$ cat config.mk
export PLATFORM = sky130hd
export DESIGN_NAME = alu_b_flat
export DESIGN_NICKNAME = d
export VERILOG_FILES = /design/src/rtl/alu_b_if.sv /design/src/rtl/alu_b.sv /design/src/flat_wrapper.sv
export SDC_FILE = /design/constraint.sdc
export NUM_CORES = 1
export LEC_CHECK = 0
export BUFFER_PORTS_ARGS = -buffer_cell sky130_fd_sc_hd__buf_2
export CORE_ASPECT_RATIO = 0.5
export CORE_MARGIN = 1.5
export CORE_UTILIZATION = 40
export DETAILED_ROUTE_END_ITERATION = 10
export PLACE_DENSITY = 0.65
export SLEW_MARGIN = 20
export SYNTH_ARGS = -nofsm -noshare
export SYNTH_HDL_FRONTEND = slang
export SYNTH_SLANG_ARGS = --single-unit
$ cat constraint.sdc
create_clock -name clk -period 0.8 [get_ports clk]
set_input_delay 0.2 -clock clk [delete_from_list [all_inputs] [get_ports clk]]
set_output_delay 0.2 -clock clk [all_outputs]
set_load 0.02 [all_outputs]
$ cat src/rtl/alu_b_if.sv
// alu_b_if: operand, opcode, result and flag bundle for the execute-stage ALU
interface alu_b_if;
   logic [7:0] A;
   logic [7:0] B;
   logic [2:0] ALU_Sel;
   logic [7:0] Result;
   logic [3:0] NZVC;
   modport master (output A, B, ALU_Sel, input Result, NZVC);
   modport slave (input A, B, ALU_Sel, output Result, NZVC);
endinterface

$ cat src/rtl/alu_b.sv
// alu_b: 8-bit 8-function ALU with registered result and {N,Z,V,C} flags
module alu_b (
   input logic    clk,
   input logic    rst_n,
   alu_b_if.slave bus
);
   logic [7:0] w_b;
   logic [7:0] w_sum;
   logic [7:0] w_res;
   logic [8:0] w_c;
   logic       w_arith;
   logic       w_sub;
   logic       w_v;
   logic       w_cf;
   logic [7:0] r_result;
   logic [3:0] r_nzvc;
   assign w_arith = ~bus.ALU_Sel[2];
   assign w_sub   = bus.ALU_Sel[1];
   // SUB uses ~B with carry-in 1; DEC adds ~1 with carry-in 1; INC adds 0 with carry-in 1
   assign w_b    = bus.ALU_Sel[0] ? (w_sub ? 8'hFE : 8'h00) : (w_sub ? ~bus.B : bus.B);
   assign w_c[0] = |bus.ALU_Sel[1:0];
   for (genvar i = 0; i < 8; i++) begin : g_fa
      assign w_sum[i]   = bus.A[i] ^ w_b[i] ^ w_c[i];
      assign w_c[i+1]   = (bus.A[i] & w_b[i]) | (w_c[i] & (bus.A[i] ^ w_b[i]));
   end
   // result mux and overflow/carry; borrow is the inverted carry-out for SUB/DEC
   always_comb begin
      w_res = w_arith ? w_sum :
              bus.ALU_Sel[1:0] == 2'd0 ? bus.A & bus.B :
              bus.ALU_Sel[1:0] == 2'd1 ? bus.A | bus.B :
              bus.ALU_Sel[1:0] == 2'd2 ? bus.A ^ bus.B : ~bus.A;
      w_v   = w_arith & (bus.A[7] == w_b[7]) & (w_sum[7] != bus.A[7]);
      w_cf  = w_arith & (w_c[8] ^ w_sub);
   end
   // output register bank, cleared asynchronously
   always_ff @(posedge clk or negedge rst_n) begin
      if (!rst_n) begin
         r_result <= 8'h00;
         r_nzvc   <= 4'b0000;
      end else begin
         r_result <= w_res;
         r_nzvc   <= {w_res[7], w_res == 8'h00, w_v, w_cf};
      end
   end
   assign bus.Result = r_result;
   assign bus.NZVC   = r_nzvc;
endmodule

$ cat src/flat_wrapper.sv
// flat-port wrapper written by rule: the top's interface ports become plain ports
module alu_b_flat 
  (clk, rst_n, bus_A, bus_B, bus_ALU_Sel, bus_Result, bus_NZVC);
  alu_b_if bus_i ();
  input logic clk;
  input logic rst_n;
  input wire logic [$bits(bus_i.A)-1:0] bus_A;
  input wire logic [$bits(bus_i.B)-1:0] bus_B;
  input wire logic [$bits(bus_i.ALU_Sel)-1:0] bus_ALU_Sel;
  output wire logic [$bits(bus_i.Result)-1:0] bus_Result;
  output wire logic [$bits(bus_i.NZVC)-1:0] bus_NZVC;
  assign bus_i.A = bus_A;
  assign bus_i.B = bus_B;
  assign bus_i.ALU_Sel = bus_ALU_Sel;
  assign bus_Result = bus_i.Result;
  assign bus_NZVC = bus_i.NZVC;
  alu_b u_core (.clk(clk), .rst_n(rst_n), .bus(bus_i));
endmodule
* After elaboration in Yosys (flattened, before gate mapping)
Cells that the tools add are included.
** Word-level totals
- Register bits after elaboration :: 12
- Bits of input ports :: 21
- Output and inout bits :: 12
- Logic and storage cells :: 66
** Cells by class
- Equality and inequality tests :: 4
- Mux-type cells :: 7
- Bitwise operators :: 50
- Reductions and logical operators :: 3
** Operator list (number)
- $mux W8 :: 7
- $and A1 B1 Y1 :: 19
- $xor A1 B1 Y1 :: 17
- $not A8 Y8 :: 2
- $and A8 B8 Y8 :: 1
- $logic_not A8 Y1 :: 1
- $or A1 B1 Y1 :: 8
- $or A8 B8 Y8 :: 1
- $xor A8 B8 Y8 :: 1
- $eq A2 B1 Y1 const B :: 1
- $eq A2 B2 Y1 const B :: 1
- $logic_not A2 Y1 :: 1
- $reduce_or A2 Y1 :: 1
- $eq A1 B1 Y1 :: 1
- $ne A1 B1 Y1 :: 1
- $not A1 Y1 :: 1

* Logic depth before layout (Yosys ltp)
- Depth after elaboration :: 22
- Gate-level depth with buffers :: 19
- Depth with buffers taken out :: 16

* Worst setup path after synthesis
Ideal clock, no wire load.
- Path type :: input to register
- Start point :: in bus_ALU_Sel[1]
- End point :: reg u_core.r_nzvc[2] (netlist: u_core.bus.NZVC[2])
- Library setup time :: 0.111 ns
- Arrival :: 4.268 ns
- Required time :: 0.689 ns
- Slack :: -3.579 ns
- Cell stages on the path :: 19
- Path buffers :: 3
- Cells stage by stage :: buf_6 -> buf_8 -> buf_2 -> xor2_1 -> nand2b_1 -> fa_1 -> inv_1 -> fa_1 -> inv_1 -> fa_1 -> fa_1 -> inv_1 -> fa_1 -> inv_1 -> fa_1 -> fa_1 -> fa_1 -> nand4_1 -> a2111oi_2
** On the way
- Word-level cells in the longest chain between the ends :: 20
- Elaborated cells on any way between the ends :: 49
- Classes of those cells :: 2 x eq/ne; 7 x mux; 37 x bitwise; 3 x reduce/logical
** RTL lines
- start: declaration :: line flat_wrapper.sv:9 : input wire logic [$bits(bus_i.ALU_Sel)-1:0] bus_ALU_Sel;
- $mux W8 (2 in series) :: line alu_b.sv:20 : assign w_b = bus.ALU_Sel[0] ? (w_sub ? 8'hFE : 8'h00) : (w_sub ? ~bus.B : bus.B);
- $xor A1 B1 Y1 :: line alu_b.sv:23, alu_b.sv:24
- $and A1 B1 Y1 :: line alu_b.sv:24 : assign w_c[i+1] = (bus.A[i] & w_b[i]) | (w_c[i] & (bus.A[i] ^ w_b[i]));
- $or A1 B1 Y1 :: line alu_b.sv:24
- $and A1 B1 Y1 :: line alu_b.sv:24
- $or A1 B1 Y1 :: line alu_b.sv:24
- $and A1 B1 Y1 :: line alu_b.sv:24
- $or A1 B1 Y1 :: line alu_b.sv:24
- (+3 left out)
- $or A1 B1 Y1 :: line alu_b.sv:24
- $and A1 B1 Y1 :: line alu_b.sv:24
- $or A1 B1 Y1 :: line alu_b.sv:24
- $and A1 B1 Y1 :: line alu_b.sv:24
- $or A1 B1 Y1 :: line alu_b.sv:24
- $xor A1 B1 Y1 :: line alu_b.sv:23 : assign w_sum[i] = bus.A[i] ^ w_b[i] ^ w_c[i];
- $mux W8 * :: line alu_b.sv:28 : w_res = w_arith ? w_sum :
- $logic_not A8 Y1 * :: line alu_b.sv:42 : r_nzvc <= {w_res[7], w_res == 8'h00, w_v, w_cf};
- end signal: assignment :: line alu_b.sv:42
- end: declaration :: line alu_b.sv:16 : logic [3:0] r_nzvc;
Every way passes the cells marked *; elsewhere a longest branch is shown, timed or not.

* Worst setup path after layout
Same ends and word-level chain as after synthesis.

==> results.tsv <==
metric	value	unit
outcome	finished with violations	
failing checks	setup timing	
worst hold slack	359	ps
Worst Path Required	930	ps
Min Clock Period, post-route	3690	ps
Internal	1.85	mW
GRT Total Usage	17.8	%
Static Leak	1.07	nW
die width	83.4	um
clock share of power	19.0	%
WL per Instance	12.4	um
Placer Congestion	0.858	
crit path DAT	3820	ps
register area share after synthesis	21.3	%
final setup fails	23	
Hold Crit Class	in2async	
combinational share of power	56.2	%
dpl hpwl	2.37	mm
FP Rows	14	
Area contributors post-synth	dfrtp_1 21%, ha_1 16%, fa_1 12%	
clk buf depth	2	
Vias/cell	4.47	
sw frac	34.3	%
FF+latch count, synth	11	
initial antenna violation count	0	
CTS clk-pin slew, worst paths	50	ps
initial drt markers	27	
sw power	966	uW
nets	249	
Cell Area, Synth	0.00129	mm^2
initial core utilization	42.4	%
vias in the first global route	1089	
Max VDD drop	1310	uV
Yosys top cell by area	dfrtp_1	
GRT busiest layer	met2	
Ant. Diodes	0	
TritonRoute pass-1 iters	4	
cts bufs inserted	3	
CP Launch Type	input pin	
Vert. Die Dim	43.2	um
Ys Warns	0	
Final WS setup	-2890	ps
Max-slew headroom	71.3	%
core area	0.00305	mm^2
area of placed instances	0.00180	mm^2
Syn Nets	174	
share of cells above drive strength 1	56.9	%
clock tree sinks	11	
# H-tree levels	1	
Reg power frac	24.9	%
Crit Path Class	in2reg	
remaining global-route overflow	0	
M1 GR Usage	22.7	%
Routed Antenna Nets	0	
GRT met3 Usage	2.14	%
RSZ-0062 raised after global routing	true	
largest net degree at the start of global routing	22	
fin. max-slew vios	0	
Least-Margin Pin Slew	430	ps
synthesized area per cell	10.1	um^2
GR met2 Demand/Resource	31.7	%
crit end category	flop	
DRC violations left	0	
Final Hold Viols	0	
crit path max fanout	2	
post-placement cell count	236	
CTS tree	yes	
Layout area overhead	63.0	%
Max-cap violations	0	
drt total wl	3.00	mm
Power per Cell Area	1340	mW/mm^2
total power	2.81	mW
PortBufs	32	
post-synth top area share	21.3	%
fmax	0.271	GHz
first-pass GRT wire length	4.87	mm
Vias	1082	
cells after synthesis	128	
final instance area	0.00211	mm^2
Ports	33	
synth unique cells	31	
Die Footprint	0.00360	mm^2
fin cells	242	
crit share post-route	462	%
clock root cell	clkbuf_8	
[cell type report]
class                   count  area, um^2
flip-flops and latches     11         277
repair buffers             76         639
multi-input cells          83         985
clock inverters             1        5.00
well taps                  40        50.0
inverters                  28         110
clock buffers               3        41.3
fillers                   247         941
[registers in the layout (all words and copies together) (netlist names)]
register and flops:
u_core.bus.NZVC 4, u_core.bus.Result 7
[critical path: stages]
cell and delay, ps:
buf_6 90, xor2_1 160, nand2b_1 100, fa_2 360, inv_2 70, fa_2 190, inv_2 40, fa_2 330
fa_2 350, inv_2 60, fa_2 190, inv_2 40, fa_2 340, fa_2 350, fa_1 500, nand4_1 140
a2111oi_4 320
[cells in the mapped netlist]
| cell | number |
|---|---|
| inv_1 | 28 |
| ha_1 | 17 |
| dfrtp_1 | 11 |
| nor2_1 | 11 |
| fa_1 | 8 |
| mux2i_1 | 8 |
| xnor2_1 | 7 |
| nand2b_1 | 4 |
| nor2b_1 | 3 |
| xor2_1 | 3 |
| a211oi_1 | 2 |
| a21oi_1 | 2 |
| buf_4 | 2 |
| buf_6 | 2 |
| mux4_2 | 2 |
| nand4_1 | 2 |
| nor3_1 | 2 |
| a2111oi_2 | 1 |
| buf_2 | 1 |
| buf_8 | 1 |
| mux2_2 | 1 |
| mux2_4 | 1 |
| mux4_1 | 1 |
| nand2_1 | 1 |
| nand2_2 | 1 |
| nand2b_4 | 1 |
| o221ai_1 | 1 |
| o22ai_1 | 1 |
| o22ai_2 | 1 |
| o2bb2ai_1 | 1 |
| o32ai_1 | 1 |
[placed cells by master, fill, tap and decap left out, types with 3 or more instances in the layout]
| cell | instances |
|---|---|
| nor2_2 | 3 |
| xnor2_1 | 6 |
| nor2_1 | 7 |
| clkbuf_8 | 3 |
| buf_4 | 36 |
| ha_1 | 16 |
| buf_6 | 19 |
| fa_2 | 7 |
| nand2b_1 | 3 |
| buf_2 | 17 |
| mux2i_1 | 8 |
| inv_2 | 4 |
| dfrtp_1 | 10 |
| inv_1 | 22 |
[worst max path at each step]
stage,startpoint,endpoint,slack [ps],depth (start not counted)
2_1_floorplan,bus_ALU_Sel[1],u_core.bus.NZVC[2],-3290,19
6_report,bus_ALU_Sel[1],u_core.bus.NZVC[2],-2890,17
3_3_place_gp,bus_ALU_Sel[1],u_core.bus.NZVC[2],-3080,17
4_1_cts,bus_ALU_Sel[1],u_core.bus.NZVC[2],-2900,17
3_5_place_dp,bus_ALU_Sel[1],u_core.bus.NZVC[2],-3170,17
5_1_grt,bus_ALU_Sel[1],u_core.bus.NZVC[2],-3010,17
[cell families (layout without fill, tap and decap cells)]
kind of cell	count (synthesis)	in the layout	share of synthesized area, %
buffers and inverters	34	108	12.6
adders and majority gates	25	25	28.8
and+or+nand+nor	25	25	10.2
muxes	13	13	13.7
DFF	11	11	21.3
AOI/OAI and AO/OA	10	10	6.58
xor gates and xnor gates	10	10	6.78
[routing by layer]
| metal | part of all wire (%) | wire length, um |
|---|---|---|
| met1 | 45 | 1350 |
| met2 | 48 | 1450 |
| met3 | 4.5 | 134 |
| met4 | 2.1 | 63 |
| met5 | 0 | 0 |
[stage by stage]
stage	utilization, %	setup WS [ps]	setup TNS, ps
6_report	69.1	-2890	-22230
5_1_grt	69.1	-3010	-23400
4_1_cts	66.6	-2900	-21980
3_5_place_dp	59.0	-3170	-23690
3_3_place_gp	59.0	-3080	-23090
2_1_floorplan	-	-3290	-24190
[what timing repair did]
action / in CTS / in global routing
gates cloned: 0 / 1
resized for setup: 49 / 9
hold buffers: 1 / 0
endpoints found under the hold margin: 11 / 0
setup endpoints to repair: 23 / 23
setup buffers: 1 / 1
pin swaps: 8 / 4
[power by group through the flow]
stage / logic, mW / clock network [mW] / registers (mW)
2_1_floorplan: 0.623 / 0 / 0.816
3_3_place_gp: 1.22 / 0 / 0.681
3_5_place_dp: 1.26 / 0 / 0.682
4_1_cts: 1.48 / 0.542 / 0.701
5_1_grt: 1.71 / 0.589 / 0.709
6_report: 1.58 / 0.534 / 0.699
No activity file was read; power rests on OpenSTA's default activity.
